--- src/rtl/reset4_clrseq_if.sv ---
// ----------------------------------------------------------------------------
// reset4_clrseq_if
// RAM write-port bundle between the clear sequencer and the data RAM.
//
// Handshake: ram_req_o is the request (valid) and ram_ack_i is the accept
// (ready). A word is written in every cycle where both are high. While
// ram_req_o is high, ram_addr_o and ram_wdata_o are stable, and ram_req_o is
// never dropped until it has been acked.
//
// Signals:
//   ram_req_o    master -> slave  write request
//   ram_ack_i    slave  -> master request accepted this cycle
//   ram_addr_o   master -> slave  word address (AWIDTH)
//   ram_wdata_o  master -> slave  write data (DWIDTH)
// ----------------------------------------------------------------------------
interface reset4_clrseq_if #(
    parameter int AWIDTH = 8,
    parameter int DWIDTH = 32
);
    logic              ram_req_o;
    logic              ram_ack_i;
    logic [AWIDTH-1:0] ram_addr_o;
    logic [DWIDTH-1:0] ram_wdata_o;

    modport master (
        output ram_req_o,
        output ram_addr_o,
        output ram_wdata_o,
        input  ram_ack_i
    );

    modport slave (
        input  ram_req_o,
        input  ram_addr_o,
        input  ram_wdata_o,
        output ram_ack_i
    );
endinterface

--- src/rtl/reset4_clrseq.sv ---
// ----------------------------------------------------------------------------
// reset4_clrseq
// Clear sequencer behind the reset4 register file. A ctrl.clrall write of 1
// (with ctrl.ena set) walks all DEPTH RAM words writing FILL; a write of 0
// aborts. ctrl.busy is reported back for the whole sequence, and done_o
// pulses for one cycle when the last word has been written.
//
// Ports:
//   main_clk_i          clock
//   main_rst_an_i       asynchronous reset, active low
//   ctrl_ena_i          enable (regf ctrl.ena)
//   ctrl_clrall_wr_i    regf ctrl.clrall write strobe
//   ctrl_clrall_wbus_i  regf ctrl.clrall write value: 1 = start, 0 = abort
//   ctrl_busy_o         sequence active (regf ctrl.busy)
//   done_o              one-cycle pulse on a completed clear
//   ram                 RAM write port (reset4_clrseq_if.master)
//   dbg_state_o         FSM state: 0 = idle, 1 = run, 2 = pause
//
// Handshake: ram_req_o is valid, ram_ack_i is ready; a word is written when
// both are high. Address and data are stable while the request is pending,
// and the request is only withdrawn in the cycle after an ack.
// ----------------------------------------------------------------------------
module reset4_clrseq #(
    parameter int                DEPTH  = 256,
    parameter int                AWIDTH = (DEPTH > 1) ? $clog2(DEPTH) : 1,
    parameter int                DWIDTH = 32,
    parameter logic [DWIDTH-1:0] FILL   = {DWIDTH{1'b0}}
) (
    input  logic                   main_clk_i,
    input  logic                   main_rst_an_i,
    input  logic                   ctrl_ena_i,
    input  logic                   ctrl_clrall_wr_i,
    input  logic                   ctrl_clrall_wbus_i,
    output logic                   ctrl_busy_o,
    output logic                   done_o,
    reset4_clrseq_if.master        ram,
    output logic [1:0]             dbg_state_o
);

    typedef enum logic [1:0] {
        ST_IDLE  = 2'd0,
        ST_RUN   = 2'd1,
        ST_PAUSE = 2'd2
    } state_t;

    localparam logic [AWIDTH-1:0] LAST_ADDR = AWIDTH'(DEPTH - 1);

    state_t            r_state;
    state_t            w_state_nxt;
    logic              r_busy;
    logic              w_busy_nxt;
    logic              r_done;
    logic              w_done_nxt;
    logic              r_req;
    logic              w_req_nxt;
    logic              r_abort;
    logic              w_abort_nxt;
    logic [AWIDTH-1:0] r_addr;
    logic [AWIDTH-1:0] w_addr_nxt;

    logic              w_start;
    logic              w_abort_wr;
    logic              w_abort_any;
    logic              w_last;

    assign w_start     = ctrl_clrall_wr_i & ctrl_clrall_wbus_i;
    assign w_abort_wr  = ctrl_clrall_wr_i & ~ctrl_clrall_wbus_i;
    // An abort written in the same cycle as an ack takes effect on that ack.
    assign w_abort_any = r_abort | w_abort_wr;
    // Compare before incrementing so the counter never wraps.
    assign w_last      = (r_addr == LAST_ADDR);

    always_ff @(posedge main_clk_i or negedge main_rst_an_i) begin
        if (!main_rst_an_i) begin
            r_state <= ST_IDLE;
            r_busy  <= 1'b0;
            r_done  <= 1'b0;
            r_req   <= 1'b0;
            r_abort <= 1'b0;
            r_addr  <= '0;
        end else begin
            r_state <= w_state_nxt;
            r_busy  <= w_busy_nxt;
            r_done  <= w_done_nxt;
            r_req   <= w_req_nxt;
            r_abort <= w_abort_nxt;
            r_addr  <= w_addr_nxt;
        end
    end

    always_comb begin
        w_state_nxt = r_state;
        w_busy_nxt  = r_busy;
        w_done_nxt  = 1'b0;
        w_req_nxt   = r_req;
        w_abort_nxt = r_abort;
        w_addr_nxt  = r_addr;

        case (r_state)
            ST_IDLE: begin
                w_abort_nxt = 1'b0;
                // Starts with ena low and abort writes are ignored here.
                if (w_start && ctrl_ena_i) begin
                    w_state_nxt = ST_RUN;
                    w_busy_nxt  = 1'b1;
                    w_req_nxt   = 1'b1;
                    w_addr_nxt  = '0;
                end
            end

            ST_RUN: begin
                w_abort_nxt = w_abort_any;
                if (ram.ram_ack_i) begin
                    if (w_last) begin
                        // Completion wins over a coincident abort.
                        w_state_nxt = ST_IDLE;
                        w_busy_nxt  = 1'b0;
                        w_req_nxt   = 1'b0;
                        w_addr_nxt  = '0;
                        w_abort_nxt = 1'b0;
                        w_done_nxt  = 1'b1;
                    end else if (w_abort_any) begin
                        w_state_nxt = ST_IDLE;
                        w_busy_nxt  = 1'b0;
                        w_req_nxt   = 1'b0;
                        w_addr_nxt  = '0;
                        w_abort_nxt = 1'b0;
                    end else begin
                        w_addr_nxt = r_addr + AWIDTH'(1);
                        if (!ctrl_ena_i) begin
                            w_state_nxt = ST_PAUSE;
                            w_req_nxt   = 1'b0;
                        end
                    end
                end
            end

            ST_PAUSE: begin
                if (w_abort_any) begin
                    w_state_nxt = ST_IDLE;
                    w_busy_nxt  = 1'b0;
                    w_req_nxt   = 1'b0;
                    w_addr_nxt  = '0;
                    w_abort_nxt = 1'b0;
                end else if (ctrl_ena_i) begin
                    w_state_nxt = ST_RUN;
                    w_req_nxt   = 1'b1;
                end
            end

            default: begin
                w_state_nxt = ST_IDLE;
                w_busy_nxt  = 1'b0;
                w_req_nxt   = 1'b0;
                w_addr_nxt  = '0;
                w_abort_nxt = 1'b0;
            end
        endcase
    end

    assign ctrl_busy_o     = r_busy;
    assign done_o          = r_done;
    assign ram.ram_req_o   = r_req;
    assign ram.ram_addr_o  = r_addr;
    assign ram.ram_wdata_o = FILL;
    assign dbg_state_o     = r_state;

endmodule

--- src/flat_wrapper.sv ---
// flat-port wrapper written by rule: the top's interface ports become plain ports
module reset4_clrseq_flat 
#(
    parameter int                DEPTH  = 256,
    parameter int                AWIDTH = (DEPTH > 1) ? $clog2(DEPTH) : 1,
    parameter int                DWIDTH = 32,
    parameter logic [DWIDTH-1:0] FILL   = {DWIDTH{1'b0}}
)
  (main_clk_i, main_rst_an_i, ctrl_ena_i, ctrl_clrall_wr_i, ctrl_clrall_wbus_i, ctrl_busy_o, done_o, dbg_state_o, ram_ram_req_o, ram_ram_addr_o, ram_ram_wdata_o, ram_ram_ack_i);
  reset4_clrseq_if #(.AWIDTH(AWIDTH), .DWIDTH(DWIDTH)) ram_i ();
  input  logic main_clk_i;
  input  logic main_rst_an_i;
  input  logic ctrl_ena_i;
  input  logic ctrl_clrall_wr_i;
  input  logic ctrl_clrall_wbus_i;
  output logic ctrl_busy_o;
  output logic done_o;
  output logic [1:0] dbg_state_o;
  output wire logic [$bits(ram_i.ram_req_o)-1:0] ram_ram_req_o;
  output wire logic [$bits(ram_i.ram_addr_o)-1:0] ram_ram_addr_o;
  output wire logic [$bits(ram_i.ram_wdata_o)-1:0] ram_ram_wdata_o;
  input wire logic [$bits(ram_i.ram_ack_i)-1:0] ram_ram_ack_i;
  assign ram_ram_req_o = ram_i.ram_req_o;
  assign ram_ram_addr_o = ram_i.ram_addr_o;
  assign ram_ram_wdata_o = ram_i.ram_wdata_o;
  assign ram_i.ram_ack_i = ram_ram_ack_i;
  reset4_clrseq #(.DEPTH(DEPTH), .AWIDTH(AWIDTH), .DWIDTH(DWIDTH), .FILL(FILL)) u_core (.main_clk_i(main_clk_i), .main_rst_an_i(main_rst_an_i), .ctrl_ena_i(ctrl_ena_i), .ctrl_clrall_wr_i(ctrl_clrall_wr_i), .ctrl_clrall_wbus_i(ctrl_clrall_wbus_i), .ctrl_busy_o(ctrl_busy_o), .done_o(done_o), .ram(ram_i), .dbg_state_o(dbg_state_o));
endmodule
--- config.mk ---
export PLATFORM = sky130hd
export DESIGN_NAME = reset4_clrseq_flat
export DESIGN_NICKNAME = d
export VERILOG_FILES = /design/src/rtl/reset4_clrseq_if.sv /design/src/rtl/reset4_clrseq.sv /design/src/flat_wrapper.sv
export SDC_FILE = /design/constraint.sdc
export NUM_CORES = 1
export LEC_CHECK = 0
export CAP_MARGIN = 10
export CORE_MARGIN = 1
export CORE_UTILIZATION = 40
export DETAILED_ROUTE_END_ITERATION = 16
export PLACE_DENSITY = 0.81
export SLEW_MARGIN = 40
export SYNTH_ARGS = -nofsm -noshare
export SYNTH_HDL_FRONTEND = slang
export SYNTH_SLANG_ARGS = --single-unit
--- constraint.sdc ---
create_clock -name main_clk_i -period 2.05 [get_ports main_clk_i]
set_clock_uncertainty 0.15 [all_clocks]
set_input_delay 0.615 -clock main_clk_i [delete_from_list [all_inputs] [get_ports main_clk_i]]
set_output_delay 0.615 -clock main_clk_i [all_outputs]
set_load 0.03 [all_outputs]
==> qor.yml <==
ys_top_cells_by_area: "dfrtp_1 34%, buf_4 24%, a21oi_1 4.8%"
grt_pass1_wl_microns: 3590
place_inst: 177
synth_seq_area_share_pct: 33.5
rsz0062_at_grt: "false"
required_ns: 2.10
hold_path.startpoint: "u_core.ram.ram_req_o"
cts_hold_buf: 0
drive_gt1_share_pct: 20.0
synthesis.area_sq_mm: 0.00104
cts_buffers: 3
syn_to_final_growth_pct: 25.5
finalSetupViolCount: 0
die_height_microns: 53.1
yosysTopAreaCellShare_pct: 33.5
ys_seq_elements: 14
peakVddDrop_mv: 0.547
fin_crit_ns: 2.03
powerDensity_mw_per_mm2: 936
syn_inst: 119
critical_path_arrival_ns: 2.08
start_util_pct: 42.2
grt_overflow: 0
r2r-start: "u_core.dbg_state_o[0]"
postLayoutCellArea_sq_mm: 0.00131
placed_area_sq_mm: 0.00123
clk_latency_ns: 0.27
core_area_sq_mm: 0.00248
dp_hpwl_microns: 1720
fmax_mhz: 493
ys.flop_type: "dfrtp_1"
worst_setup_path_start_kind: "input port"
crit_start: "ram_ram_ack_i"
htree_levels: 1
nNetsFinal: 164
async_flop_share_pct: 100
synth_edf_count: 0
num-fill-cells: 259
min_path_type: "register to register"
mostFrequentLayoutCells: "32 x conb_1, 18 x buf_4, 14 x dlygate4sd2_1, 14 x dfrtp_1"
synth_cell_types: 34
die_w_microns: 53.1
hold_viol_final: 0
die-area_sq_mm: 0.00282
ctsLongestPathBuffers: 2
viasPerCell: 5.02
portBuffers: 18
routed_wl_microns: 2280
avgRoutedWirePerCell_microns: 12.3
crit_type: "input port to register"
cts.clk_slew.worst_paths_ns: 0.08
yosys_warnings: 0
p_total_uw: 1230
syn_avg_cell_area_sq_um: 8.78
grt_pass1_vias: 787
place.gp.congestion: 0.888
ios: 51
setup_slack_ns: 0.0202
root_buffer: "clkbuf_4"
fin_crit_sh_pct: 99.0
ant_nets: 0
antenna_cells: 0
antenna_found_initial: 0
cts_tree: "built"
grtUsageTotal_pct: 17.7
power_leakage_uw: 0.000670
rows: 18
crit_path_max_fanout: 6
layoutNonFillerInstCount: 185
end_kind: "register"
first_pass_iters: 4
drt_iter0_markers: 19
final_common_cell: "conb_1"
grt_max_degree: 15
pre_cts_ws_ns: -0.576
reg2reg_slack_ns: 0.24
drc: 0
drv_slew: 0
yosysTopAreaCell: "dfrtp_1"
maxCapViolations: 0
clock-sinks: 14
outcome: "finished, final reports clean"
vias: 928
==> metal layers <==
layer | part of all wire, % | GRT usage [%] | up-vias
met4 | 0 | 3.95 | 0
met1 | 42 | 22.7 | 433
met2 | 49 | 30.6 | 54
li1 | - | - | 441
met3 | 8.8 | 2.87 | 0
met5 | 0 | 0 | -
==> kinds of logic (layout without fill, tap and decap cells) <==
group                    count (synthesis)  after routing  synth area share [%]
flip-flops                              14             14                  33.5
adder cells (fa/ha/maj)                  1              1                  1.20
other                                    1             32                 0.359
buffers and inverters                   40             44                  26.3
AND/OR/NAND/NOR                         35             35                  20.6
AO/OA/AOI/OAI                           28             29                  18.0
==> worst max-delay path, stage by stage <==
cell	delay (ns)
clkdlybuf4s50_1	0.49
a21o_1	0.19
o32ai_4	0.13
or4_4	0.54
a21oi_2	0.12
==> sequential cells by signal (all words and copies together), names as in the netlist <==
signal and count:
u_core.ctrl_busy_o 1, u_core.done_o 1, u_core.r_abort 1, u_core.ram.ram_addr_o 8, u_core.dbg_state_o 2, u_core.ram.ram_req_o 1
==> cell usage after synthesis (all sizes together) (2+ instances only) <==
cell type and n:
nand2 6, dfrtp 14, a21oi 10, nor2b 3, nand4b 2, buf 34, nand3 5, inv 5
nor2 4, o31ai 4, or4 3, o21ai 7, or3 3
==> final cells by class <==
class | count | area (sq um) | area share, %
multi-input combinational | 97 | 579 | 44.2
sequential | 14 | 350 | 26.7
timing repair buffer | 36 | 303 | 23.1
tap | 30 | 37.5 | 2.86
clock buffer | 3 | 22.5 | 1.72
inverter | 5 | 18.8 | 1.43
==> power by group <==
group | switching, uW | leakage, uW | internal [uW]
sequential | 55.3 | 0.000186 | 332
combinational | 432 | 0.000470 | 260
clock | 81.8 | 0.0000138 | 67.8
==> final timing paths <==
kind / cells after the start / end
max: 5 / u_core.ram.ram_addr_o[5]
min: 1 / u_core.ram.ram_req_o
max reg2reg: 5 / u_core.ram.ram_addr_o[5]
min reg2reg: 1 / u_core.ram.ram_req_o
max in group asynchronous: 2 / u_core.ctrl_busy_o
min in group asynchronous: 2 / u_core.dbg_state_o[1]
==> metrics by stage <==
stage	util (%)	hold slack [ns]	setup TNS [ns]
after floorplan	-	0.169	0
after global routing	52.9	0.376	0
final	52.9	0.353	0
after global placement	49.5	0.338	-3.70
after detailed placement	49.5	0.346	-4.94
after CTS	52.0	0.360	0
==> timing repair <==
item                                    4_1_cts  5_1_grt
gates cloned                                  1        0
endpoints found under the setup margin       20        6
pin swaps                                     3        4
resized for setup                            17        5
buffers inserted                              3        1
Power figures use the tool's default switching activity.
